## src/rtl/axi_lite_write_arbiter_if.sv

```systemverilog
// AXI-Lite write-channel bundle (AW, W, B) shared by the write arbiter and its slave.
interface AXI_LITE #(
  parameter int ADDR_WIDTH = 32,
  parameter int DATA_WIDTH = 32
);
  logic [ADDR_WIDTH-1:0]   aw_addr;
  logic                    aw_valid;
  logic                    aw_ready;
  logic [DATA_WIDTH-1:0]   w_data;
  logic [DATA_WIDTH/8-1:0] w_strb;
  logic                    w_valid;
  logic                    w_ready;
  logic [1:0]              b_resp;
  logic                    b_valid;
  logic                    b_ready;

  modport Master (
    output aw_addr, aw_valid, w_data, w_strb, w_valid, b_ready,
    input  aw_ready, w_ready, b_resp, b_valid
  );

  modport Slave (
    input  aw_addr, aw_valid, w_data, w_strb, w_valid, b_ready,
    output aw_ready, w_ready, b_resp, b_valid
  );
endinterface

```

## src/rtl/axi_lite_write_arbiter.sv

```systemverilog
// Arbitrates single-beat write requests from NUM_REQ requesters onto one AXI-Lite
// master port, one outstanding transaction at a time.
//
// state | meaning
// IDLE  | waiting for any req_i; grants and captures payload
// SEND  | AW and W valids held until each handshakes independently
// RESP  | b_ready high, waiting for the B response
module axi_lite_write_arbiter #(
  parameter int NUM_REQ    = 2,
  parameter int ADDR_WIDTH = 32,
  parameter int DATA_WIDTH = 32,
  parameter int ARB_MODE   = 0
) (
  input  logic                                   clk,
  input  logic                                   rst_n,
  AXI_LITE.Master                                axi_master,
  input  logic [NUM_REQ-1:0]                     req_i,
  input  logic [NUM_REQ-1:0][ADDR_WIDTH-1:0]     addr_i,
  input  logic [NUM_REQ-1:0][DATA_WIDTH-1:0]     data_i,
  input  logic [NUM_REQ-1:0][DATA_WIDTH/8-1:0]   strb_i,
  output logic [NUM_REQ-1:0]                     ack_o,
  output logic [NUM_REQ-1:0]                     done_o,
  output logic [NUM_REQ-1:0]                     err_o,
  output logic                                   busy_o
);
  localparam int STRB_WIDTH = DATA_WIDTH / 8;
  localparam int IDX_W      = (NUM_REQ > 1) ? $clog2(NUM_REQ) : 1;

  typedef enum logic [1:0] {IDLE, SEND, RESP} state_t;

  state_t                  state_q, state_d;
  logic [IDX_W-1:0]        grant_q, grant_d;
  logic [IDX_W-1:0]        last_q, last_d;
  logic [IDX_W-1:0]        pick, cand;
  logic                    any_req;
  logic [ADDR_WIDTH-1:0]   aw_addr_q, aw_addr_d;
  logic [DATA_WIDTH-1:0]   w_data_q, w_data_d;
  logic [STRB_WIDTH-1:0]   w_strb_q, w_strb_d;
  logic                    aw_valid_q, aw_valid_d;
  logic                    w_valid_q, w_valid_d;
  logic                    b_ready_q, b_ready_d;
  logic [NUM_REQ-1:0]      ack_d, done_d, err_d;
  logic                    busy_d;

  assign any_req = |req_i;

  // Round-robin walks last+NUM_REQ down to last+1 so the nearest candidate wins.
  always_comb begin
    pick = '0;
    cand = '0;
    if (ARB_MODE == 0) begin
      for (int i = NUM_REQ - 1; i >= 0; i--) begin
        if (req_i[i]) pick = IDX_W'(i);
      end
    end else begin
      for (int k = NUM_REQ; k >= 1; k--) begin
        cand = IDX_W'((int'(last_q) + k) % NUM_REQ);
        if (req_i[cand]) pick = cand;
      end
    end
  end

  always_comb begin
    state_d    = state_q;
    grant_d    = grant_q;
    last_d     = last_q;
    aw_addr_d  = aw_addr_q;
    w_data_d   = w_data_q;
    w_strb_d   = w_strb_q;
    aw_valid_d = aw_valid_q;
    w_valid_d  = w_valid_q;
    b_ready_d  = 1'b0;
    ack_d      = '0;
    done_d     = '0;
    err_d      = '0;
    unique case (state_q)
      IDLE: begin
        if (any_req) begin
          grant_d     = pick;
          last_d      = pick;
          aw_addr_d   = addr_i[pick];
          w_data_d    = data_i[pick];
          w_strb_d    = strb_i[pick];
          aw_valid_d  = 1'b1;
          w_valid_d   = 1'b1;
          ack_d[pick] = 1'b1;
          state_d     = SEND;
        end
      end
      SEND: begin
        if (aw_valid_q && axi_master.aw_ready) aw_valid_d = 1'b0;
        if (w_valid_q && axi_master.w_ready)   w_valid_d  = 1'b0;
        if (!aw_valid_d && !w_valid_d) begin
          state_d   = RESP;
          b_ready_d = 1'b1;
        end
      end
      RESP: begin
        if (axi_master.b_valid) begin
          done_d[grant_q] = 1'b1;
          err_d[grant_q]  = (axi_master.b_resp != 2'b00);
          state_d         = IDLE;
        end else begin
          b_ready_d = 1'b1;
        end
      end
      default: state_d = IDLE;
    endcase
    busy_d = (state_d != IDLE);
  end

  always_ff @(posedge clk or negedge rst_n) begin
    if (!rst_n) begin
      state_q    <= IDLE;
      grant_q    <= '0;
      last_q     <= IDX_W'(NUM_REQ - 1);
      aw_addr_q  <= '0;
      w_data_q   <= '0;
      w_strb_q   <= '0;
      aw_valid_q <= 1'b0;
      w_valid_q  <= 1'b0;
      b_ready_q  <= 1'b0;
      ack_o      <= '0;
      done_o     <= '0;
      err_o      <= '0;
      busy_o     <= 1'b0;
    end else begin
      state_q    <= state_d;
      grant_q    <= grant_d;
      last_q     <= last_d;
      aw_addr_q  <= aw_addr_d;
      w_data_q   <= w_data_d;
      w_strb_q   <= w_strb_d;
      aw_valid_q <= aw_valid_d;
      w_valid_q  <= w_valid_d;
      b_ready_q  <= b_ready_d;
      ack_o      <= ack_d;
      done_o     <= done_d;
      err_o      <= err_d;
      busy_o     <= busy_d;
    end
  end

  assign axi_master.aw_addr  = aw_addr_q;
  assign axi_master.aw_valid = aw_valid_q;
  assign axi_master.w_data   = w_data_q;
  assign axi_master.w_strb   = w_strb_q;
  assign axi_master.w_valid  = w_valid_q;
  assign axi_master.b_ready  = b_ready_q;
endmodule

```

## src/flat_wrapper.sv

```systemverilog
// flat-port wrapper written by rule: the top's interface ports become plain ports
module axi_lite_write_arbiter_flat 
#(
  parameter int NUM_REQ    = 2,
  parameter int ADDR_WIDTH = 32,
  parameter int DATA_WIDTH = 32,
  parameter int ARB_MODE   = 0
)
  (clk, rst_n, req_i, addr_i, data_i, strb_i, ack_o, done_o, err_o, busy_o, axi_master_aw_addr, axi_master_aw_valid, axi_master_w_data, axi_master_w_strb, axi_master_w_valid, axi_master_b_ready, axi_master_aw_ready, axi_master_w_ready, axi_master_b_resp, axi_master_b_valid);
  AXI_LITE #(.ADDR_WIDTH(ADDR_WIDTH), .DATA_WIDTH(DATA_WIDTH)) axi_master_i ();
  input  logic clk;
  input  logic rst_n;
  input  logic [NUM_REQ-1:0] req_i;
  input  logic [NUM_REQ-1:0][ADDR_WIDTH-1:0] addr_i;
  input  logic [NUM_REQ-1:0][DATA_WIDTH-1:0] data_i;
  input  logic [NUM_REQ-1:0][DATA_WIDTH/8-1:0] strb_i;
  output logic [NUM_REQ-1:0] ack_o;
  output logic [NUM_REQ-1:0] done_o;
  output logic [NUM_REQ-1:0] err_o;
  output logic busy_o;
  output wire logic [$bits(axi_master_i.aw_addr)-1:0] axi_master_aw_addr;
  output wire logic [$bits(axi_master_i.aw_valid)-1:0] axi_master_aw_valid;
  output wire logic [$bits(axi_master_i.w_data)-1:0] axi_master_w_data;
  output wire logic [$bits(axi_master_i.w_strb)-1:0] axi_master_w_strb;
  output wire logic [$bits(axi_master_i.w_valid)-1:0] axi_master_w_valid;
  output wire logic [$bits(axi_master_i.b_ready)-1:0] axi_master_b_ready;
  input wire logic [$bits(axi_master_i.aw_ready)-1:0] axi_master_aw_ready;
  input wire logic [$bits(axi_master_i.w_ready)-1:0] axi_master_w_ready;
  input wire logic [$bits(axi_master_i.b_resp)-1:0] axi_master_b_resp;
  input wire logic [$bits(axi_master_i.b_valid)-1:0] axi_master_b_valid;
  assign axi_master_aw_addr = axi_master_i.aw_addr;
  assign axi_master_aw_valid = axi_master_i.aw_valid;
  assign axi_master_w_data = axi_master_i.w_data;
  assign axi_master_w_strb = axi_master_i.w_strb;
  assign axi_master_w_valid = axi_master_i.w_valid;
  assign axi_master_b_ready = axi_master_i.b_ready;
  assign axi_master_i.aw_ready = axi_master_aw_ready;
  assign axi_master_i.w_ready = axi_master_w_ready;
  assign axi_master_i.b_resp = axi_master_b_resp;
  assign axi_master_i.b_valid = axi_master_b_valid;
  axi_lite_write_arbiter #(.NUM_REQ(NUM_REQ), .ADDR_WIDTH(ADDR_WIDTH), .DATA_WIDTH(DATA_WIDTH), .ARB_MODE(ARB_MODE)) u_core (.clk(clk), .rst_n(rst_n), .axi_master(axi_master_i), .req_i(req_i), .addr_i(addr_i), .data_i(data_i), .strb_i(strb_i), .ack_o(ack_o), .done_o(done_o), .err_o(err_o), .busy_o(busy_o));
endmodule
```

## config.mk

```make
export PLATFORM = sky130hd
export DESIGN_NAME = axi_lite_write_arbiter_flat
export DESIGN_NICKNAME = d
export VERILOG_FILES = /design/src/rtl/axi_lite_write_arbiter_if.sv /design/src/rtl/axi_lite_write_arbiter.sv /design/src/flat_wrapper.sv
export SDC_FILE = /design/constraint.sdc
export NUM_CORES = 1
export LEC_CHECK = 0
export ABC_CLOCK_PERIOD_IN_PS = 5080
export CAP_MARGIN = 20
export CORE_UTILIZATION = 41
export DETAILED_ROUTE_END_ITERATION = 16
export GPL_TIMING_DRIVEN = 0
export PLACE_DENSITY = 0.91
export SYNTH_ARGS = -nofsm -noshare
export SYNTH_HDL_FRONTEND = slang
export SYNTH_SLANG_ARGS = --single-unit
```

## constraint.sdc

```tcl
create_clock -name clk -period 5.08 [get_ports clk]
set_clock_uncertainty 0.2 [all_clocks]
set_input_delay 1.016 -clock clk [delete_from_list [all_inputs] [get_ports clk]]
set_output_delay 1.016 -clock clk [all_outputs]
set_load 0.005 [all_outputs]
```

## Word level (Yosys, flattened, before mapping)

Cells that the tools add are included.

| cells by class | value |
|---|---|
| $lt $le $gt $ge | 4 |
| eq/ne operators | 3 |
| mux-type cells | 32 |
| reductions and logical operators | 14 |
| bitwise logic cells | 1 |

Operators by type and width:

| cell | number |
|---|---|
| 2-to-1 mux 32 bit | 4 |
| 2-to-1 mux 2 bit | 9 |
| 2-to-1 mux 1 bit | 11 |
| 2-to-1 mux 4 bit | 2 |
| one-hot mux 1 bit (2 select lines) | 3 |
| one-hot mux 2 bit (3 select lines) | 1 |
| nonzero test 2 bit | 3 |
| logical AND 1 bit | 5 |
| less-than comparator 1 x 2 -> 1 bit (second input constant) | 2 |
| AND reduction 2 bit | 2 |
| AND 2 bit | 1 |
| demux 1 bit (select 1 bit) | 2 |
| == test 2 x 1 -> 1 bit (second input constant) | 1 |
| == test 2 bit (second input constant) | 1 |
| greater-or-equal comparator 1 bit (second input constant) | 2 |
| logical NOT 1 bit | 2 |
| logical NOT 2 bit | 1 |
| inequality test 2 x 1 -> 1 bit (second input constant) | 1 |
| OR reduction 2 bit | 1 |

| word-level totals | value |
|---|---|
| word-level logic and storage cells | 66 |
| output and inout port bits | 78 |
| input bits | 145 |
| flip-flop bits (word level) | 81 |

## Logic depth before layout (Yosys ltp)

Gate-level depths: netlist of run 1.

| logic depth | value |
|---|---|
| depth after elaboration | 8 |
| gate-level depth with buffers | 8 |
| mapped depth without buffers | 6 |

## Least setup slack after synthesis of run 1

OpenSTA, ideal clock, no wires.

| timing | value |
|---|---|
| kind | input-to-reg |
| from | input port req_i[1] |
| to | register u_core.aw_addr_q[21] (netlist: u_core.axi_master.aw_addr[21]) |
| path slack | 2977 ps |
| required time | 4748 ps |
| data arrival time | 1771 ps |
| stages | 6 |
| setup time | 132 ps |
| path through | nor2b_2 buf_6 buf_12 buf_12 mux2i_1 o21ai_1 |

| on the way | value |
|---|---|
| longest elaborated chain between the ends | 4 |
| elaborated cells on any way between the ends | 6 |
| classes of those cells | mux (4); reduce/logical (2) |

RTL lines:

| element | RTL line | RTL |
|---|---|---|
| start: declaration | flat_wrapper.sv:13 | `input logic [NUM_REQ-1:0] req_i;` |
| 2-to-1 mux 1 bit (2 in series) | axi_lite_write_arbiter.sv:53 | `if (req_i[i]) pick = IDX_W'(i);` |
| 2-to-1 mux 32 bit (not written as such) (2 in series) | axi_lite_write_arbiter.sv:81 | `aw_addr_d = addr_i[pick];` |
| end signal: assignment | axi_lite_write_arbiter.sv:131 | `aw_addr_q <= aw_addr_d;` |
| end: declaration | axi_lite_write_arbiter.sv:36 | `logic [ADDR_WIDTH-1:0] aw_addr_q, aw_addr_d;` |

Several ways; a longest one is shown, not always the timed one. The select of a mux whose other input is x is not followed.
A chain may end at the register's enable or synchronous reset.

## Final worst setup path of run 1

| timing | value |
|---|---|
| from | input port req_i[1] |
| to | register u_core.aw_addr_q[22] (netlist: u_core.axi_master.aw_addr[22]) |

The elaborated chain is that of the path after synthesis.

==> qor.yml, run 1 <==
power_and_ir_drop:
  leakage_uw: 0.002672
  p_per_area_nw_per_um2: 464.7
  peakVddDrop_v: 0.0002401
  power_uw: 2933
setup_path:
  crit_path_end_kind: "flop"
  worstPathRequired_ns: 5.08
  cp-startpoint: "req_i[1]"
  regToRegStartpoint: "u_core.state_q[0]"
  crit_fanout: 10
  crit_arrival_ns: 2.71
  cpPeakStageDelay_ns: 0.48
  crit_chain: "clkdlybuf4s50_1, o21ai_2, buf_4, clkbuf_1, o21ai_1"
  critPathTopFamily: "buffers and inverters"
  crit_slowest_cell: "clkdlybuf4s50_1"
  crit_type: "in2reg"
  cp_num_buf_inv: 3
  start_kind: "input pin"
drt:
  drtAntennaViolNets: 0
  vias_per_cell: 5.047
  firstDrtPassIters: 4
  drc: 0
  wl_mm: 11.32
  drtIter0Drc: 86
  avgRoutedWirePerCell_um: 16.26
  vias: 3513
placed_design:
  pre_cts_slack_ns: 1.967
  place_area_um2: 6118
  routabilityCongestion: 0.7334
  port_buffers: 222
  dp_hpwl_mm: 8.956
layout:
  nNetsFinal: 733
  antenna_cells: 0
  area_delta_synth_final_pct: 68.96
  drive_gt1_share_pct: 5.442
  final_area_um2: 6312
cts:
  post_cts_buffers: 0
  htree_levels: 3
  cts.path.max_buffers: 2
  cts_tree: "built"
  ctsResizeCount: 0
  cts_root_buffer: "clkbuf_8"
  cts_sinks: 81
  ctsHoldBuffers: 0
  clk-insertion-delay-late_ns: 0.34
  numCtsBuffers: 9
  clk_pin_slew_ns: 0.08
grt:
  antenna_found_initial: 0
  grt_max_degree: 49
  grt_pass1_wl_mm: 18.43
  overflow: 0
  grt_pass1_vias: 3763
  grtUsageTotal_pct: 24.48
sta:
  period_minus_slack_ns: 2.707
  max_slew_margin_pct: 61.38
  fin_crit_sh_pct: 53.29
  fin_tns_setup_ns: 0
  tightest_slew_ns: 0.5793
  slew_violations: 0
  fin_ws_ns: 2.373
  max_freq_ghz: 0.3694
  setup_violations: 0
  hold_slack_ns: 0.2846
  hold_viol_final: 0
  rsz0062_at_grt: "no"
synth:
  synth_edf_count: 0
  synth_top_area_share_pct: 54.25
  synth.avg_cell_area_um2: 10.67
  yosysUniqueCellTypes: 27
  synth_seq_cells: 81
  syn-cell-area_um2: 3736
  seq_area_frac_synth_pct: 54.25
  synth_commonest_cells: "dfrtp_1, nand2_1, mux2i_1"
  ys_top_cells_by_area: "dfrtp_1, mux2i_1, o21ai_0, nand2_1, buf_6"
  syn_inst: 350
  ys.warnings.count: 0
  ys.flop_type: "dfrtp_1"
  synth-async-reset-ratio_pct: 100.0
  synth_nets: 499
  synth_top_cell_by_area: "dfrtp_1"
  post-synth-top-count-cell: "dfrtp_1"
hold_path:
  hold_path.class: "reg2reg"
  worstHoldStart: "u_core.axi_master.w_data[30]"
floorplanning:
  floorplan.rows: 34
  die_w_um: 97.46
  dieArea_um2: 9498
  io_pins: 223
  start_util_pct: 42.63
  core_area_um2: 8763
  die_h_um: 97.46
run_status:
  run_status: "complete, no violations"
run:
  drv_cap: 0
==> cells by family (layout without fill, tap and decap cells) <==
group           count (synthesis)  count (layout)  synth area share, %
simple gates                   88              88                9.511
compound gates                 81              81                11.52
flops                          81              81                54.25
mux                            68              68                18.22
buf+inv                        28             266                5.157
fa+ha+maj                       4               4                1.340
==> layout make-up <==
class	count	area [um2]
clock inverters	5	56.30
flip-flops and latches	81	2027
inverters	5	18.77
multi-input cells	241	1516
repair buffers	223	2247
fillers	656	2451
clock buffers	10	137.6
well taps	108	135.1
plain buffers	23	173.9
==> tightest hold or removal path, cell delays in order (launching register included) <==
cell and delay [ns]:
dfrtp_1 0.35, nand2_1 0.04, o21ai_0 0.06
==> routing by layer <==
| layer | track usage (%) | vias to the layer above | routed length, um |
|---|---|---|---|
| li1 | - | 1661 | - |
| met1 | 27.30 | 1680 | 4304 |
| met2 | 44.76 | 153 | 5929 |
| met3 | 7.194 | 19 | 856 |
| met4 | 7.353 | 0 | 226 |
| met5 | 0 | - | 0 |
==> layout by cell type (no fill, tap or decap), types with 2 or more instances in the layout <==
cell type	Yosys	final
nand2b_1	2	2
a21oi_1	3	3
buf_6	6	6
buf_2	2	2
a21o_1	2	2
nor2_1	7	7
buf_4	2	3
nand2_1	72	72
o21ai_0	58	58
clkbuf_1	11	11
o21ai_1	11	11
clkinv_2	0	2
inv_1	5	5
ha_1	4	4
nor2b_1	3	3
clkdlybuf4s50_1	0	221
mux2i_1	68	68
clkbuf_8	0	10
dfrtp_1	81	81
and2_1	2	2
buf_12	2	2
==> per-stage QoR <==
step	utilization, %	instances
floorplan	-	350
global placement	69.53	680
detailed placement	69.82	681
CTS	72.03	696
global route	72.03	696
finish	72.03	696
==> path summary, 6_finish.rpt <==
check / slack [ns] / cells past startpoint / to
max: 2.37 / 5 / u_core.axi_master.aw_addr[22]
min: 0.28 / 2 / u_core.axi_master.w_data[30]
max reg2reg: 2.91 / 6 / u_core.axi_master.aw_addr[22]
min reg2reg: 0.28 / 2 / u_core.axi_master.w_data[30]
max in group asynchronous: 3.66 / 2 / u_core.axi_master.w_data[24]
min in group asynchronous: 0.42 / 1 / u_core.grant_q
==> power breakdown <==
group,total [uW],switching [uW],internal (uW)
Clock,463,226,237
Combinational,1370,584,783
Sequential,1100,161,943
==> sequential cells by signal, summed over array words and instances (netlist names) <==
register / cells
u_core.axi_master.aw_valid: 1
u_core.axi_master.aw_addr: 32
u_core.ack_o: 2
u_core.axi_master.b_ready: 1
u_core.err_o: 2
u_core.state_q: 2
u_core.busy_o: 1
u_core.axi_master.w_strb: 4
u_core.done_o: 2
u_core.grant_q: 1
u_core.axi_master.w_valid: 1
u_core.axi_master.w_data: 32
Power figures use the tool's default switching activity.
==> run 2: changes to the inputs <==
--- a/config.mk
+++ b/config.mk
@@ -5,12 +5,12 @@
 export SDC_FILE = /design/constraint.sdc
 export NUM_CORES = 1
 export LEC_CHECK = 0
-export ABC_CLOCK_PERIOD_IN_PS = 5080
+export ABC_CLOCK_PERIOD_IN_PS = 2500
 export CAP_MARGIN = 20
-export CORE_UTILIZATION = 41
+export CORE_UTILIZATION = 38
 export DETAILED_ROUTE_END_ITERATION = 16
 export GPL_TIMING_DRIVEN = 0
-export PLACE_DENSITY = 0.91
+export PLACE_DENSITY = 0.85
 export SYNTH_ARGS = -nofsm -noshare
 export SYNTH_HDL_FRONTEND = slang
 export SYNTH_SLANG_ARGS = --single-unit
==> constraint.sdc (replaced) <==
create_clock -name clk -period 2.5 [get_ports clk]
set_clock_uncertainty 0.2 [all_clocks]
set_input_delay 0.5 -clock clk [delete_from_list [all_inputs] [get_ports clk]]
set_output_delay 0.5 -clock clk [all_outputs]
set_load 0.005 [all_outputs]
==> qor.yml, run 2 (synthesized netlist as in run 1, its figures left out) <==
run_status:
  run_status: "complete, no violations"
cts:
  cts.path.max_buffers: 2
  cts_sinks: 81
  cts_tree: "built"
  htree_levels: 3
  clk-insertion-delay-late_ns: 0.33
  numCtsBuffers: 9
  ctsHoldBuffers: 1
  cts_root_buffer: "clkbuf_8"
  post_cts_buffers: 0
  ctsResizeCount: 0
  clk_pin_slew_ns: 0.07
floorplanning:
  die_w_um: 101.2
  start_util_pct: 39.87
  dieArea_um2: 10230
  core_area_um2: 9371
  floorplan.rows: 35
  die_h_um: 101.2
  io_pins: 223
drt:
  wl_mm: 11.09
  firstDrtPassIters: 4
  vias: 3448
  avgRoutedWirePerCell_um: 15.47
  drc: 0
  drtAntennaViolNets: 0
  vias_per_cell: 4.809
  drtIter0Drc: 101
grt:
  overflow: 0
  grt_max_degree: 75
  grtUsageTotal_pct: 21.85
  grt_pass1_vias: 3625
  grt_pass1_wl_mm: 17.14
  antenna_found_initial: 0
setup_path:
  crit_type: "in2reg"
  crit_path_end_kind: "flop"
  crit_arrival_ns: 2.07
  start_kind: "input pin"
  r2r_setup_slack_ns: 0.42
  crit_fanout: 10
  worstPathRequired_ns: 2.49
sta:
  period_minus_slack_ns: 2.083
  max_slew_margin_pct: 63.56
  max_freq_ghz: 0.4802
  tightest_slew_ns: 0.5466
  rsz0062_at_grt: "no"
  setup_violations: 0
  hold_viol_final: 0
  slew_violations: 0
  hold_slack_ns: 0.2808
  fin_crit_sh_pct: 83.30
layout:
  fin_util_pct: 67.78
  antenna_cells: 0
  fillers: 753
  area_delta_synth_final_pct: 70.03
  nNetsFinal: 734
  drive_gt1_share_pct: 5.102
  mostFrequentLayoutCell: "clkdlybuf4s50_1"
  final_cell_mix: "clkdlybuf4s50_1, dfrtp_1, nand2_1"
placed_design:
  port_buffers: 222
  routabilityCongestion: 0.7696
  dp_hpwl_mm: 8.896
power_and_ir_drop:
  peakVddDrop_v: 0.0004485
  leakage_uw: 0.002680
  p_per_area_nw_per_um2: 943.5
hold_path:
  hold_path.class: "reg2reg"
run:
  drv_cap: 0
==> run 2: where the power goes <==
group          internal, uW  leakage [uW]  switching, uW  total (uW)
clock network           550      0.000102            440         990
registers              1920      0.000998            339        2260
logic                  1590       0.00158           1160        2750
total                  4060       0.00268           1940        5990
==> run 2: routing by layer <==
metal  wire length, um  GRT usage, %  part of all wire, %
met3               933         7.384                  8.4
met4               128         5.240                  1.2
met2              5764         40.35                   52
met5                 0             0                    0
met1              4267         24.12                   38
==> run 2: cell type report <==
class                           instances  area [um2]  area share, %
Buffer                                 23       173.9          2.738
Clock buffer                           10       127.6          2.009
Clock inverter                          4       70.07          1.103
Inverter                                5       18.77         0.2955
Multi-Input combinational cell        241        1516          23.87
Sequential cell                        81        2027          31.91
Tap cell                              129       161.4          2.541
Timing Repair Buffer                  224        2257          35.53
==> run 2: worst paths after layout <==
path,cells after the start,startpoint,end
hold / removal,2,u_core.axi_master.w_data[19],u_core.axi_master.w_data[19]
hold reg to reg,2,u_core.axi_master.w_data[19],u_core.axi_master.w_data[19]
min in group asynchronous,2,rst_n,u_core.axi_master.aw_addr[15]
setup reg to reg,6,u_core.state_q[0],u_core.axi_master.aw_addr[21]
setup / recovery,5,req_i[1],u_core.axi_master.aw_addr[21]
max in group asynchronous,3,rst_n,u_core.axi_master.aw_addr[24]
==> run 2: worst max-delay path, cell delays in order <==
cell and delay, ns:
clkdlybuf4s50_1 0.47, o21ai_2 0.26, buf_4 0.24, clkbuf_1 0.45, o21ai_1 0.14
==> run 2: metrics by stage <==
stage,setup slack [ns],area (um2),instances,total power [uW],setup TNS [ns]
floorplan,0.7691,3736,350,3223,0
global placement,-2.011,6120,701,4911,-162.58
detailed placement,0.05197,6145,702,5063,0
CTS,0.3953,6352,717,6058,0
global route,0.2088,6352,717,6432,0
finish,0.4175,6352,717,5994,0
